[src/rtl/ga_pkg.sv]
// Shared constants and types for the GA accelerator datapath.
package ga_pkg;

  localparam int DATA_W      = 6;
  localparam int M_MAX       = 32;
  localparam int CHROM_MAX_W = DATA_W * M_MAX;

  // Upper bounds for population size, bit-precision and generation count,
  // and the register widths needed to hold them.
  localparam int P_MAX   = 64;
  localparam int B_MAX   = 16;
  localparam int G_MAX   = 1024;
  localparam int P_CNT_W = $clog2(P_MAX + 1);
  localparam int B_CNT_W = $clog2(B_MAX + 1);
  localparam int G_CNT_W = $clog2(G_MAX + 1);

  typedef logic [CHROM_MAX_W-1:0] chrom_t;

endpackage : ga_pkg

[src/rtl/ga_queue_mem.sv]
// Register-array storage for GA queues: one synchronous write port and one
// combinational read port.
module ga_queue_mem #(
  parameter int W     = 192,
  parameter int DEPTH = 16,
  parameter int AW    = $clog2(DEPTH)
) (
  input  logic          clk,
  input  logic          we_i,
  input  logic [AW-1:0] waddr_i,
  input  logic [W-1:0]  wdata_i,
  input  logic [AW-1:0] raddr_i,
  output logic [W-1:0]  rdata_o
);

  logic [W-1:0] mem_q [DEPTH];

  // NOTE: the array has no reset; the pointers and count define which
  // entries are meaningful, and leaving it out keeps it a plain register file.
  always_ff @(posedge clk) begin
    if (we_i) begin
      mem_q[waddr_i] <= wdata_i;
    end
  end

  assign rdata_o = mem_q[raddr_i];

endmodule : ga_queue_mem

[src/rtl/ga_chrom_queue.sv]
// First-word-fall-through chromosome FIFO with sticky overflow/underflow
// flags, sitting between ga_init_pop and the fitness stage.
module ga_chrom_queue
  import ga_pkg::*;
#(
  parameter int DEPTH    = 16,
  parameter int CNT_W    = $clog2(DEPTH + 1),
  parameter int AFULL_TH = DEPTH - 2
) (
  input  logic             clk,
  input  logic             rstn,
  input  logic             sw_rst,
  input  logic             push,
  input  chrom_t           push_chromosome,
  input  logic             pop,
  output logic             pop_valid,
  output chrom_t           pop_chromosome,
  output logic             full,
  output logic             afull,
  output logic             empty,
  output logic [CNT_W-1:0] count,
  output logic             ovf_err,
  output logic             udf_err
);

  localparam int PTR_W = $clog2(DEPTH);

  logic [PTR_W-1:0] wr_ptr_q, wr_ptr_d;
  logic [PTR_W-1:0] rd_ptr_q, rd_ptr_d;
  logic [CNT_W-1:0] count_q,  count_d;
  logic             ovf_q,    ovf_d;
  logic             udf_q,    udf_d;

  logic   wr_en;
  logic   rd_en;
  logic   mem_we;
  chrom_t head;

  // A full queue still takes a push when the same cycle's pop frees a slot.
  assign wr_en  = push & (~full | pop);
  assign rd_en  = pop & ~empty;
  assign mem_we = wr_en & ~sw_rst;

  // NOTE: every variable driven here gets a default first, so no path can
  // leave one unassigned and infer a latch.
  always_comb begin
    wr_ptr_d = wr_ptr_q;
    rd_ptr_d = rd_ptr_q;
    count_d  = count_q;
    ovf_d    = ovf_q | (push & full & ~pop);
    udf_d    = udf_q | (pop & empty);

    if (wr_en) begin
      wr_ptr_d = wr_ptr_q + PTR_W'(1);
    end
    if (rd_en) begin
      rd_ptr_d = rd_ptr_q + PTR_W'(1);
    end

    unique case ({wr_en, rd_en})
      2'b10:   count_d = count_q + CNT_W'(1);
      2'b01:   count_d = count_q - CNT_W'(1);
      default: count_d = count_q;
    endcase

    if (sw_rst) begin
      wr_ptr_d = '0;
      rd_ptr_d = '0;
      count_d  = '0;
      ovf_d    = 1'b0;
      udf_d    = 1'b0;
    end
  end

  // NOTE: state registers use non-blocking assignments so every flop samples
  // the pre-edge values regardless of process ordering.
  always_ff @(posedge clk or negedge rstn) begin
    if (!rstn) begin
      wr_ptr_q <= '0;
      rd_ptr_q <= '0;
      count_q  <= '0;
      ovf_q    <= 1'b0;
      udf_q    <= 1'b0;
    end else begin
      wr_ptr_q <= wr_ptr_d;
      rd_ptr_q <= rd_ptr_d;
      count_q  <= count_d;
      ovf_q    <= ovf_d;
      udf_q    <= udf_d;
    end
  end

  ga_queue_mem #(
    .W     (CHROM_MAX_W),
    .DEPTH (DEPTH),
    .AW    (PTR_W)
  ) u_mem (
    .clk     (clk),
    .we_i    (mem_we),
    .waddr_i (wr_ptr_q),
    .wdata_i (push_chromosome),
    .raddr_i (rd_ptr_q),
    .rdata_o (head)
  );

  assign empty          = (count_q == '0);
  assign full           = (count_q == CNT_W'(DEPTH));
  assign afull          = (count_q >= CNT_W'(AFULL_TH));
  assign pop_valid      = ~empty;
  assign pop_chromosome = empty ? '0 : head;
  assign count          = count_q;
  assign ovf_err        = ovf_q;
  assign udf_err        = udf_q;

endmodule : ga_chrom_queue
[config.mk]
export PLATFORM = sky130hd
export DESIGN_NAME = ga_chrom_queue
export DESIGN_NICKNAME = d
export VERILOG_FILES = /design/src/rtl/ga_pkg.sv /design/src/rtl/ga_queue_mem.sv /design/src/rtl/ga_chrom_queue.sv
export SDC_FILE = /design/constraint.sdc
export NUM_CORES = 2
export LEC_CHECK = 0
export ABC_AREA = 1
export CELL_PAD_IN_SITES_DETAIL_PLACEMENT = 2
export CELL_PAD_IN_SITES_GLOBAL_PLACEMENT = 2
export CORE_ASPECT_RATIO = 2
export CORE_UTILIZATION = 25
export DETAILED_ROUTE_END_ITERATION = 7
export GPL_ROUTABILITY_DRIVEN = 0
export PLACE_DENSITY = 0.55
export SYNTH_ARGS = -nofsm -noshare
export SYNTH_HDL_FRONTEND = slang
export SYNTH_SLANG_ARGS = --single-unit
[constraint.sdc]
create_clock -name clk -period 10.3 [get_ports clk]
set_input_delay 2.575 -clock clk [delete_from_list [all_inputs] [get_ports clk]]
set_output_delay 2.575 -clock clk [all_outputs]
set_load 0.03 [all_outputs]
==> results.tsv <==
stage	metric	value	unit
status	outcome	finished clean	
synthesis	yosysTopAreaCell	edfxtp_1	
final_layout	drive_gt1_share	6.73	%
timing	rsz0062_at_grt	no	
clock_tree	cts_made_buffers	304	
drt	routedWlPerCell	28.9	um
setup_path	critPathKind	flip-flop to output pin	
setup_path	worstReg2RegStart	count[1]	
timing	relSlewSlack	14.7	%
synthesis	synth-main-ff-cell	edfxtp_1	
floorplan	die_area	480000	um^2
final_layout	regArea	92600	um^2
power	irDropWorstVdd	411	uV
setup_path	r2r_slack	6030	ps
clock_tree	post_cts_buffers	0	
global_route	grt_pass1_vias	85000	
power	leakagePower	41.9	nW
timing	tightest_slew	1280	ps
timing	max_freq	0.121	GHz
synthesis	ys_async_sr_fraction	0.486	%
timing	fin_ws	2030	ps
setup_path	required	7730	ps
final_layout	num-fill-cells	49500	
placement	dp.cells	14500	
floorplan	die_h	979	um
clock_tree	cts-hold-fix-buffers	0	
timing	fin_crit	8270	ps
floorplan	initial_core_util	25.1	%
clock_tree	h-tree-depth	5	
placement	portBuffers	399	
setup_path	end_kind	output pin	
timing	period_share	80.3	%
clock_tree	cts_resized	0	
setup_path	crit_fanout	96	
clock_tree	root_buffer	clkbuf_16	
min_path	min_path_cells	2	
drt	drtIter0Drc	4101	
min_path	hold_path.startpoint	ovf_err	
synthesis	ys_top_cells_by_area	edfxtp_1, o21ai_0, nor2_1, o221ai_1, o211ai_1	
power	power_density	254	nW/um^2
timing	fin_skew	79.6	ps
timing	maxSlewViolCount	0	
run	maxCapViolCount	0	
timing	setup-violations-final	0	
synthesis	synth_cell_types	23	
drt	drcViolationCount	0	
global_route	overflow	0	
synthesis	syn_inst	8296	
timing	final_hold_viol_count	0	
min_path	hold_class	flip-flop to flip-flop	
setup_path	start_kind	flip-flop	
global_route	grt_pass1_wl	621	mm
floorplan	core_area	475000	um^2
synthesis	synth_enable_flop_cells	3072	
floorplan	fp.dieW	490	um
drt	postRouteAntennaNets	0	
drt	vias	75900	
placement	dp_slack	2710	ps
global_route	antenna_found_initial	80	
global_route	grt_max_degree	244	
synthesis	avgSynthCellArea	14.4	um^2
clock_tree	cts_tree	built	
setup_path	critPathArrivalTime	5690	ps
placement	hpwl	217	mm
power	p_total	35.5	mW
final_layout	final_cells	15000	
clock_tree	clk_path_buf_depth	4	
synthesis	synth_seq_cells	3087	
floorplan	rows	358	
clock_tree	clkTransAtPathRegs	60	ps
drt	viasPerCell	5.05	
drt	wirelength	435	mm
floorplan	pin_count	400	
final_layout	nets	8690	
synthesis	yosysTopAreaCellShare	77.4	%
final_layout	layout-area-overhead-vs-synth	17.5	%
drt	drtPass1Iterations	8	
synthesis	synth_area	119000	um^2
setup_path	r2r_cells	8	
synthesis	yosysMostFrequentCell	edfxtp_1	
global_route	grt_usage	17.6	%
synthesis	ys_seq_area_share	77.7	%
final_layout	multi_input_area	23700	um^2
setup_path	cp-startpoint	rd_ptr_q[0]	
synthesis	yosys_warnings	0	
synthesis	synth_fp_nets	8500	
clock_tree	numClockSinks	3087	
clock_tree	clk_latency	930	ps
synthesis	synth_commonest_cells	edfxtp_1, nor2_1, o21ai_0, o221ai_1, clkbuf_1	
## path summary, 6_finish.rpt
path / end
min: ovf_err
max reg2reg: u_mem.mem_q[14][13]
max in group asynchronous: rd_ptr_q[0]
min reg2reg: ovf_err
min in group asynchronous: udf_err
max: pop_chromosome[119]
## layer usage
metal,vias to the layer above,track usage (%),share of wire (%),wire (um)
met5,-,0,0.058,252
met4,42,5.57,3.0,13100
met3,670,2.34,3.4,14800
met2,1428,33.0,53,230000
met1,41300,20.6,41,177000
li1,32500,-,-,-
## state kept, by name, summed over array words and instances, names as in the netlist
signal / count
count: 5
wr_ptr_q: 4
udf_err: 1
ovf_err: 1
u_mem.mem_q: 3072
rd_ptr_q: 4
## through the flow
step,util [%],setup TNS (ps),area (um^2),hold slack (ps)
global placement,27.4,0,130000,494
floorplan,-,-4911350,119000,577
global route,29.5,0,140000,547
finish,29.5,0,140000,504
CTS,29.5,0,140000,512
detailed placement,27.4,0,130000,494
## cells in the final DEF, fill, tap and decap left out, types with 16 or more instances in the layout
cell type,netlist,routed
clkbuf_16,0,305
nor2_4,0,16
o221ai_1,531,531
o211ai_1,237,237
buf_12,0,54
nand3_1,166,166
nor2_1,1560,1544
clkdlybuf4s50_1,0,399
diode_2,0,19
clkinv_1,2,76
bufinv_16,0,26
o22ai_1,237,237
a21oi_1,199,199
clkinv_2,1,44
o21ai_0,1547,1547
nand2_1,32,32
inv_1,21,19
buf_4,45,92
edfxtp_1,3072,3072
clkbuf_1,463,54
## power by group
| part | leakage [nW] | switching, mW | internal [mW] |
|---|---|---|---|
| combinational | 9.30 | 7.51 | 2.70 |
| clock | 4.75 | 5.12 | 6.17 |
| sequential | 27.9 | 0.0752 | 13.9 |
| total | 41.9 | 12.7 | 22.8 |
## worst max-delay path, cell delays in order, from the launching register on
cell	delay [ps]
dfrtp_4	660
buf_4	800
buf_4	900
o21ai_0	270
o221ai_1	280
nand3_1	110
a21oi_1	780
clkdlybuf4s50_1	830
## cells by family (layout without fill, tap and decap cells)
logic type                 count (synthesis)  in the layout  synth area share [%]
other                                      0             19                     0
AOI/OAI and AO/OA                       2753           2753                  14.0
buffers and inverters                    685           1115                  2.50
adders and majority gates                  7              7                0.0735
DFF                                     3087           3087                  77.7
and+or+nand+nor                         1764           1764                  5.74
## layout make-up
| class | count | share of cell area [%] |
|---|---|---|
| Antenna cell | 19 | 0.0340 |
| Clock buffer | 359 | 5.60 |
| Clock inverter | 187 | 1.43 |
| Inverter | 24 | 0.0974 |
| Multi-Input combinational cell | 4524 | 16.9 |
| Sequential cell | 3087 | 66.2 |
| Tap cell | 6300 | 5.63 |
| Timing Repair Buffer | 545 | 4.12 |
Note: power is estimated with default switching activity, not from simulation.
